==> config.mk <==
export PLATFORM = sky130hd
export DESIGN_NAME = pipe_stage_skid_reg
export DESIGN_NICKNAME = d
export VERILOG_FILES = /design/src/rtl/pipe_stage_skid_reg.sv
export SDC_FILE = /design/constraint.sdc
export NUM_CORES = 1
export LEC_CHECK = 0
export CAP_MARGIN = 10
export CORE_MARGIN = 3
export CORE_UTILIZATION = 35
export CTS_CLUSTER_DIAMETER = 200
export DETAILED_ROUTE_END_ITERATION = 10
export PLACE_DENSITY_LB_ADDON = 0.12
export SETUP_SLACK_MARGIN = 0.5
export SYNTH_ARGS = -nofsm -noshare
export SYNTH_HDL_FRONTEND = slang
export SYNTH_SLANG_ARGS = --single-unit
==> constraint.sdc <==
create_clock -name clk -period 7.01 [get_ports clk]
set_input_delay 0.701 -clock clk [delete_from_list [all_inputs] [get_ports clk]]
set_output_delay 0.701 -clock clk [all_outputs]
set_load 0.01 [all_outputs]
==> src/rtl/pipe_stage_skid_reg.sv <==
// pipe_stage_skid_reg: elastic pipeline register with 2-entry skid buffer and flush
module pipe_stage_skid_reg #(
    parameter int CTRL_W     = 8,
    parameter int DATA_W     = 111,
    parameter bit CLEAR_DATA = 1'b1
) (
    input  logic              clk,
    input  logic              reset,
    input  logic              flush,
    input  logic              in_valid,
    output logic              in_ready,
    input  logic [CTRL_W-1:0] in_ctrl,
    input  logic [DATA_W-1:0] in_data,
    output logic              out_valid,
    input  logic              out_ready,
    output logic [CTRL_W-1:0] out_ctrl,
    output logic [DATA_W-1:0] out_data
);
    logic              m_valid, s_valid;
    logic [CTRL_W-1:0] m_ctrl, s_ctrl;
    logic [DATA_W-1:0] m_data, s_data;

    assign in_ready  = !s_valid;
    assign out_valid = m_valid;
    assign out_ctrl  = m_ctrl;
    assign out_data  = m_data;

    // main/skid update: flush kills everything, skid drains first, else main loads or skid catches
    always_ff @(posedge clk or posedge reset) begin
        if (reset) begin
            m_valid <= 1'b0;
            s_valid <= 1'b0;
            m_ctrl  <= '0;
            s_ctrl  <= '0;
            m_data  <= '0;
            s_data  <= '0;
        end else if (flush) begin
            m_valid <= 1'b0;
            s_valid <= 1'b0;
            m_ctrl  <= '0;
            s_ctrl  <= '0;
            if (CLEAR_DATA) begin
                m_data <= '0;
                s_data <= '0;
            end
        end else if (s_valid) begin
            if (out_ready) begin
                m_ctrl  <= s_ctrl;
                m_data  <= s_data;
                s_valid <= 1'b0;
            end
        end else if (!m_valid || out_ready) begin
            m_valid <= in_valid;
            m_ctrl  <= in_valid ? in_ctrl : '0;
            if (in_valid) m_data <= in_data;
            else if (CLEAR_DATA) m_data <= '0;
        end else if (in_valid) begin
            s_valid <= 1'b1;
            s_ctrl  <= in_ctrl;
            s_data  <= in_data;
        end
    end
endmodule

==> flow_metrics.env, run 1 <==
export IMPL_dpl_cell_count=1438
export IMPL_slowest_delay_ns=1.07
export IMPL_antenna_found_initial=2
export IMPL_fin_skew_ns=0.0126
export IMPL_cp_cell_sequence="clkinv_1 > clkdlybuf4s50_1"
export IMPL_slew_viol_final=0
export IMPL_finalWirelength_mm=29.7
export IMPL_netlist_area_leader_share_pct=60.4
export IMPL_finalCriticalPeriod_ns=3.48
export IMPL_syn_inst=892
export IMPL_worstSetupPathType="register to output port"
export IMPL_ctsHoldBuffers=0
export IMPL_hold_viol=0
export IMPL_crit_arrival_ns=2.78
export IMPL_fin_setup_tns_ns=0
export IMPL_io_buffers=244
export IMPL_max_clock_freq_ghz=0.287
export IMPL_fin_cells=1484
export IMPL_synth_seq_cells=240
export IMPL_drt_iter0_drc=669
export IMPL_worst_pin_slew_ns=1.17
export IMPL_fp_coreArea_um2=27900
export IMPL_switching_share_pct=24.0
export IMPL_syn_avg_cell_area_um2=11.1
export IMPL_ys_types=27
export IMPL_pwr_share_clk_pct=43.6
export IMPL_initial_utilization_pct=35.7
export IMPL_cts_clk_slew_worst_paths_ns=0.06
export IMPL_fp_dieH_um=175
export IMPL_cts_resized=0
export IMPL_drive_gt1_share_pct=5.88
export IMPL_grt_pass1_wl_mm=46.8
export IMPL_critPathRequiredTime_ns=6.31
export IMPL_syn_area_um2=9940
export IMPL_p_per_area_nw_per_um2=240
export IMPL_ys_top_cells_by_area="dfrtp_1 (60%), o2bb2ai_1 (10%), a22oi_1 (8.2%)"
export IMPL_cp_start_kind="register"
export IMPL_grtUsageTotal_pct=18.9
export IMPL_first_global_vias=7938
export IMPL_yosysMostFrequentCell="dfrtp_1"
export IMPL_status="finished, final reports clean"
export IMPL_num_rows=61
export IMPL_max_cap_violations=0
export IMPL_gr_total_overflow=0
export IMPL_globalplace_congestion=0.722
export IMPL_ctsHtreeMaxLevel=1
export IMPL_post_drt_wl_per_cell_um=20.0
export IMPL_crit_slowest_cell="dfrtp_4"
export IMPL_viasPerCell=5.35
export IMPL_antenna_cells=0
export IMPL_period_share_pct=49.7
export IMPL_pwr_share_comb_pct=10.8
export IMPL_vdd_drop_max_mv=0.154
export IMPL_synth_edf_count=0
export IMPL_fillers=2515
export IMPL_postCtsSetupBuffers=0
export IMPL_ant_nets=0
export IMPL_synthToLayoutAreaGrowth_pct=35.2
export IMPL_crit_fanout=78
export IMPL_endpoint_kind="output port"
export IMPL_via_count=7936
export IMPL_cts_buffers_inserted=27
export IMPL_syn_nets=1016
export IMPL_hp_class="register to register"
export IMPL_clock_path_buffers=3
export IMPL_ys_flop_type="dfrtp_1"
export IMPL_async_reset_ff_share_pct=100
export IMPL_synth_warnings=0
export IMPL_finish_utilization_pct=48.2
export IMPL_io_pins=245
export IMPL_yosysSeqAreaShare_pct=60.4
export IMPL_p_int_mw=2.45
export IMPL_dpl_hpwl_mm=17.2
export IMPL_fin_nets=1213
export IMPL_clkLatencyLatePin_ns=0.53
export IMPL_clockRootBuffer="clkbuf_16"
export IMPL_grt_max_degree=79
export IMPL_power_leakage_nw=5.47
export IMPL_final_setup_viol_count=0
export IMPL_synthTopCellsByCount="dfrtp_1 (240), nand2_1 (182), o2bb2ai_1 (116)"
export IMPL_net_switching_power_mw=0.775
export IMPL_die_width_um=175
export IMPL_rsz0062_at_grt="false"
export IMPL_relSlewSlack_pct=21.8
export IMPL_drc=0
export IMPL_first_pass_iters=5
export IMPL_clock_sinks=240
export IMPL_cts_tree="yes"
export IMPL_yosys_area_top_type="dfrtp_1"
export IMPL_dieArea_um2=30500
export IMPL_seq_power_share_pct=45.6
-- power groups by stage --
stage / clock, mW / sequential (mW) / combinational [mW]
3_3_place_gp: 0 / 1.49 / 0.351
3_5_place_dp: 0 / 1.49 / 0.353
2_1_floorplan: 0 / 1.50 / 0.142
6_report: 1.41 / 1.47 / 0.348
5_1_grt: 1.50 / 1.48 / 0.380
4_1_cts: 1.44 / 1.47 / 0.354
-- path summary, 6_finish.rpt --
check	startpoint	endpoint	slack, ns	depth (start not counted)
max in group asynchronous	reset	out_data[64]$_DFFE_PP0P_	4.82	4
hold reg to reg	out_data[90]$_DFFE_PP0P_	out_data[90]$_DFFE_PP0P_	0.48	1
setup reg to reg	s_valid$_DFF_PP0_	out_data[59]$_DFFE_PP0P_	3.88	4
hold / removal	out_data[90]$_DFFE_PP0P_	out_data[90]$_DFFE_PP0P_	0.48	1
min in group asynchronous	reset	out_data[108]$_DFFE_PP0P_	0.67	3
setup / recovery	s_valid$_DFF_PP0_	in_ready	3.53	2
-- cell type report --
| class | count | area [um2] | share of cell area, % |
|---|---|---|---|
| clock buffer | 41 | 798 | 5.94 |
| multi-input combinational | 561 | 3530 | 26.2 |
| clock inverter | 5 | 78.8 | 0.587 |
| tap | 378 | 473 | 3.52 |
| timing repair buffer | 257 | 2540 | 18.9 |
| sequential | 240 | 6010 | 44.7 |
| inverter | 2 | 11.3 | 0.0838 |
-- worst max-delay path: cells and delay by family, from the launching register on --
| kind | cells | cell delay (ns) |
|---|---|---|
| buffers and inverters | 2 | 1.17 |
| flip-flops | 1 | 1.07 |
-- cell families (layout without fill, tap and decap cells) --
kind of cell | Yosys count | after routing | synth area share [%]
AOI/OAI and AO/OA | 357 | 357 | 26.4
buffers and inverters | 91 | 305 | 4.54
DFF | 240 | 240 | 60.4
muxes | 3 | 3 | 0.340
and+or+nand+nor | 201 | 201 | 8.30
-- state kept, by name, summed over array words and instances, names as in the netlist --
register,count
out_ctrl,8
out_data,111
s_ctrl,8
out_valid,1
s_valid,1
s_data,111
-- layout by cell type, fill, tap and decap left out, types with 14 or more instances in the layout --
master,instances
a21oi_1,93
a22o_1,31
a22oi_1,109
buf_4,14
clkbuf_16,27
clkdlybuf4s50_1,243
dfrtp_1,239
nand2_1,182
o2bb2ai_1,116
-- metal layers --
metal | vias to the layer above | track usage (%) | part of all wire [%]
met5 | - | 0 | 0.071
met4 | 4 | 4.32 | 1.8
met3 | 38 | 4.08 | 6.6
li1 | 3663 | - | -
met2 | 259 | 27.6 | 44
met1 | 3972 | 28.8 | 48
-- stage by stage --
stage / setup WS (ns) / area (um2) / total power [mW] / hold WS (ns)
after global routing: 3.32 / 13400 / 3.35 / 0.494
after CTS: 3.47 / 13400 / 3.27 / 0.491
after floorplan: 3.16 / 9940 / 1.64 / 0.458
after detailed placement: 3.19 / 12600 / 1.85 / 0.473
final: 3.53 / 13400 / 3.22 / 0.483
after global placement: 3.21 / 12600 / 1.85 / 0.471
No activity file was read; power rests on OpenSTA's default activity.
==> inputs of run 2 (changes only) <==
==> constraint.sdc (replaced) <==
create_clock -name clk -period 2.9 [get_ports clk]
set_input_delay 0.29 -clock clk [delete_from_list [all_inputs] [get_ports clk]]
set_output_delay 0.29 -clock clk [all_outputs]
set_load 0.01 [all_outputs]
==> run 2 against run 1 <==
  * Critical path depth stayed put
  * Hold slack lost 0.35 ns
  * Non-clock buffer count up 12
  * Via count up 0.55%
  * Power is 140% higher
  * Core utilization grew 0.77 points
  * Highest routed layer is now met4
  * Sequential share of layout area down 0.71 points
  * Global-route usage down 0.16 points
==> flow_metrics.env, run 2 (synthesis results as in run 1) <==
export IMPL_status="finished, final reports clean"
export IMPL_ant_nets=0
export IMPL_io_pins=245
export IMPL_path_delay_family="buffers and inverters"
export IMPL_critPathRequiredTime_ns=2.61
export IMPL_p_per_area_nw_per_um2=563
export IMPL_globalRouteMet1Util_pct=28.1
export IMPL_crit_arrival_ns=1.89
export IMPL_fin_nets=1225
export IMPL_antenna_found_initial=0
export IMPL_relSlewSlack_pct=52.9
export IMPL_finish_utilization_pct=49.0
export IMPL_worst_path_buf_inv=2
export IMPL_mostFrequentLayoutCells="clkdlybuf4s50_1 (243), dfrtp_1 (239), nand2_1 (182)"
export IMPL_clock_path_buffers=3
export IMPL_grtUsageTotal_pct=18.8
export IMPL_fp_coreArea_um2=27900
export IMPL_whs_ns=0.134
export IMPL_cp_cell_sequence="clkinv_1 > clkdlybuf4s50_1"
export IMPL_io_buffers=244
export IMPL_grt_max_degree=87
export IMPL_drc=0
export IMPL_period_share_pct=75.0
export IMPL_grt_busiest_layer="met2"
export IMPL_drt_iter0_drc=589
export IMPL_initial_utilization_pct=35.7
export IMPL_die_width_um=175
export IMPL_dpl_hpwl_mm=17.1
export IMPL_worstSetupPathType="register to output port"
export IMPL_finalWirelength_mm=29.4
export IMPL_totalPowerFinal_mw=7.68
export IMPL_hp_class="primary input to asynchronous set/reset pin"
export IMPL_slew_viol_final=0
export IMPL_fin_skew_ns=0.00618
export IMPL_cts_clk_slew_worst_paths_ns=0.06
export IMPL_met2_usage_pct=28.2
export IMPL_first_pass_iters=5
export IMPL_final_common_cell="clkdlybuf4s50_1"
export IMPL_hold_viol=0
export IMPL_vdd_drop_max_mv=0.365
export IMPL_use_met3_pct=4.70
export IMPL_first_global_vias=7813
export IMPL_post_drt_wl_per_cell_um=19.6
export IMPL_max_cap_violations=0
export IMPL_clkLatencyLatePin_ns=0.51
export IMPL_synthToLayoutAreaGrowth_pct=37.3
export IMPL_worst_pin_slew_ns=0.707
export IMPL_rsz0062_at_grt="false"
export IMPL_final_setup_viol_count=0
export IMPL_endpoint_kind="output port"
export IMPL_ctsHtreeMaxLevel=1
export IMPL_max_clock_freq_ghz=0.460
export IMPL_crit_slowest_cell="dfrtp_4"
export IMPL_clockRootBuffer="clkbuf_16"
export IMPL_cts_resized=0
export IMPL_fin_setup_tns_ns=0
export IMPL_gr_total_overflow=0
export IMPL_via_count=7980
export IMPL_cts_buffers_inserted=27
export IMPL_clock_sinks=240
export IMPL_dieArea_um2=30500
export IMPL_num_rows=61
export IMPL_globalplace_congestion=0.735
export IMPL_cts_tree="yes"
export IMPL_power_leakage_nw=5.57
export IMPL_fp_dieH_um=175
export IMPL_viasPerCell=5.33
export IMPL_slowest_delay_ns=0.66
export IMPL_finalCriticalPeriod_ns=2.18
export IMPL_grt_pass1_wl_mm=46.4
export IMPL_drive_gt1_share_pct=6.97
export IMPL_crit_fanout=21
export IMPL_cp_start_kind="register"
run 2: routing by layer:
metal,share of wire [%],up-vias,wire length [um]
met1,47,3993,13700
met3,7.4,25,2170
met2,45,265,13100
met4,1.2,0,359
li1,-,3697,-
met5,0,-,0
run 2: final timing paths:
kind / start / endpoint / slack [ns] / cells after the start
max: s_valid$_DFF_PP0_ / in_ready / 0.72 / 2
max reg2reg: s_valid$_DFF_PP0_ / out_data[38]$_DFFE_PP0P_ / 0.96 / 4
min: reset / s_data[104]$_DFFE_PP0P_ / 0.13 / 2
min reg2reg: out_data[64]$_DFFE_PP0P_ / out_data[64]$_DFFE_PP0P_ / 0.48 / 1
min in group clk: flush / out_valid$_DFFE_PP0P_ / 0.24 / 2
max in group asynchronous: reset / out_data[34]$_DFFE_PP0P_ / 1.98 / 4
run 2: area by class of cell:
cell class	count	area [um2]
fillers	2511	14200
flip-flops and latches	240	6010
multi-input cells	561	3530
repair buffers	269	2770
clock buffers	44	840
well taps	378	473
clock inverters	3	15.0
inverters	2	11.3
diodes	1	2.50
run 2: report_power, final:
group	leakage (nW)	switching, mW	internal (mW)	total, mW
registers	3.28	0.0767	3.47	3.55
logic	1.86	0.453	0.421	0.875
clock network	0.425	1.30	1.95	3.26
total	5.57	1.83	5.84	7.68
run 2: worst reg2reg max path, cell delays in order (launching register included):
cell	delay, ns
dfrtp_4	0.66
nor2_1	0.19
nor3_4	0.24
buf_4	0.56
o2bb2ai_1	0.21
run 2: stage by stage:
step	worst slack (ns)	area (um2)	cells
floorplan	-0.538	9940	892
global placement	0.765	12800	1449
detailed placement	0.757	12800	1449
CTS	0.514	13600	1496
global route	0.633	13600	1497
finish	0.724	13600	1498
run 2: what timing repair did:
item / in CTS / in global routing
hold buffers: 0 / 0
buffers inserted: 0 / 1
setup endpoints to repair: 0 / 1
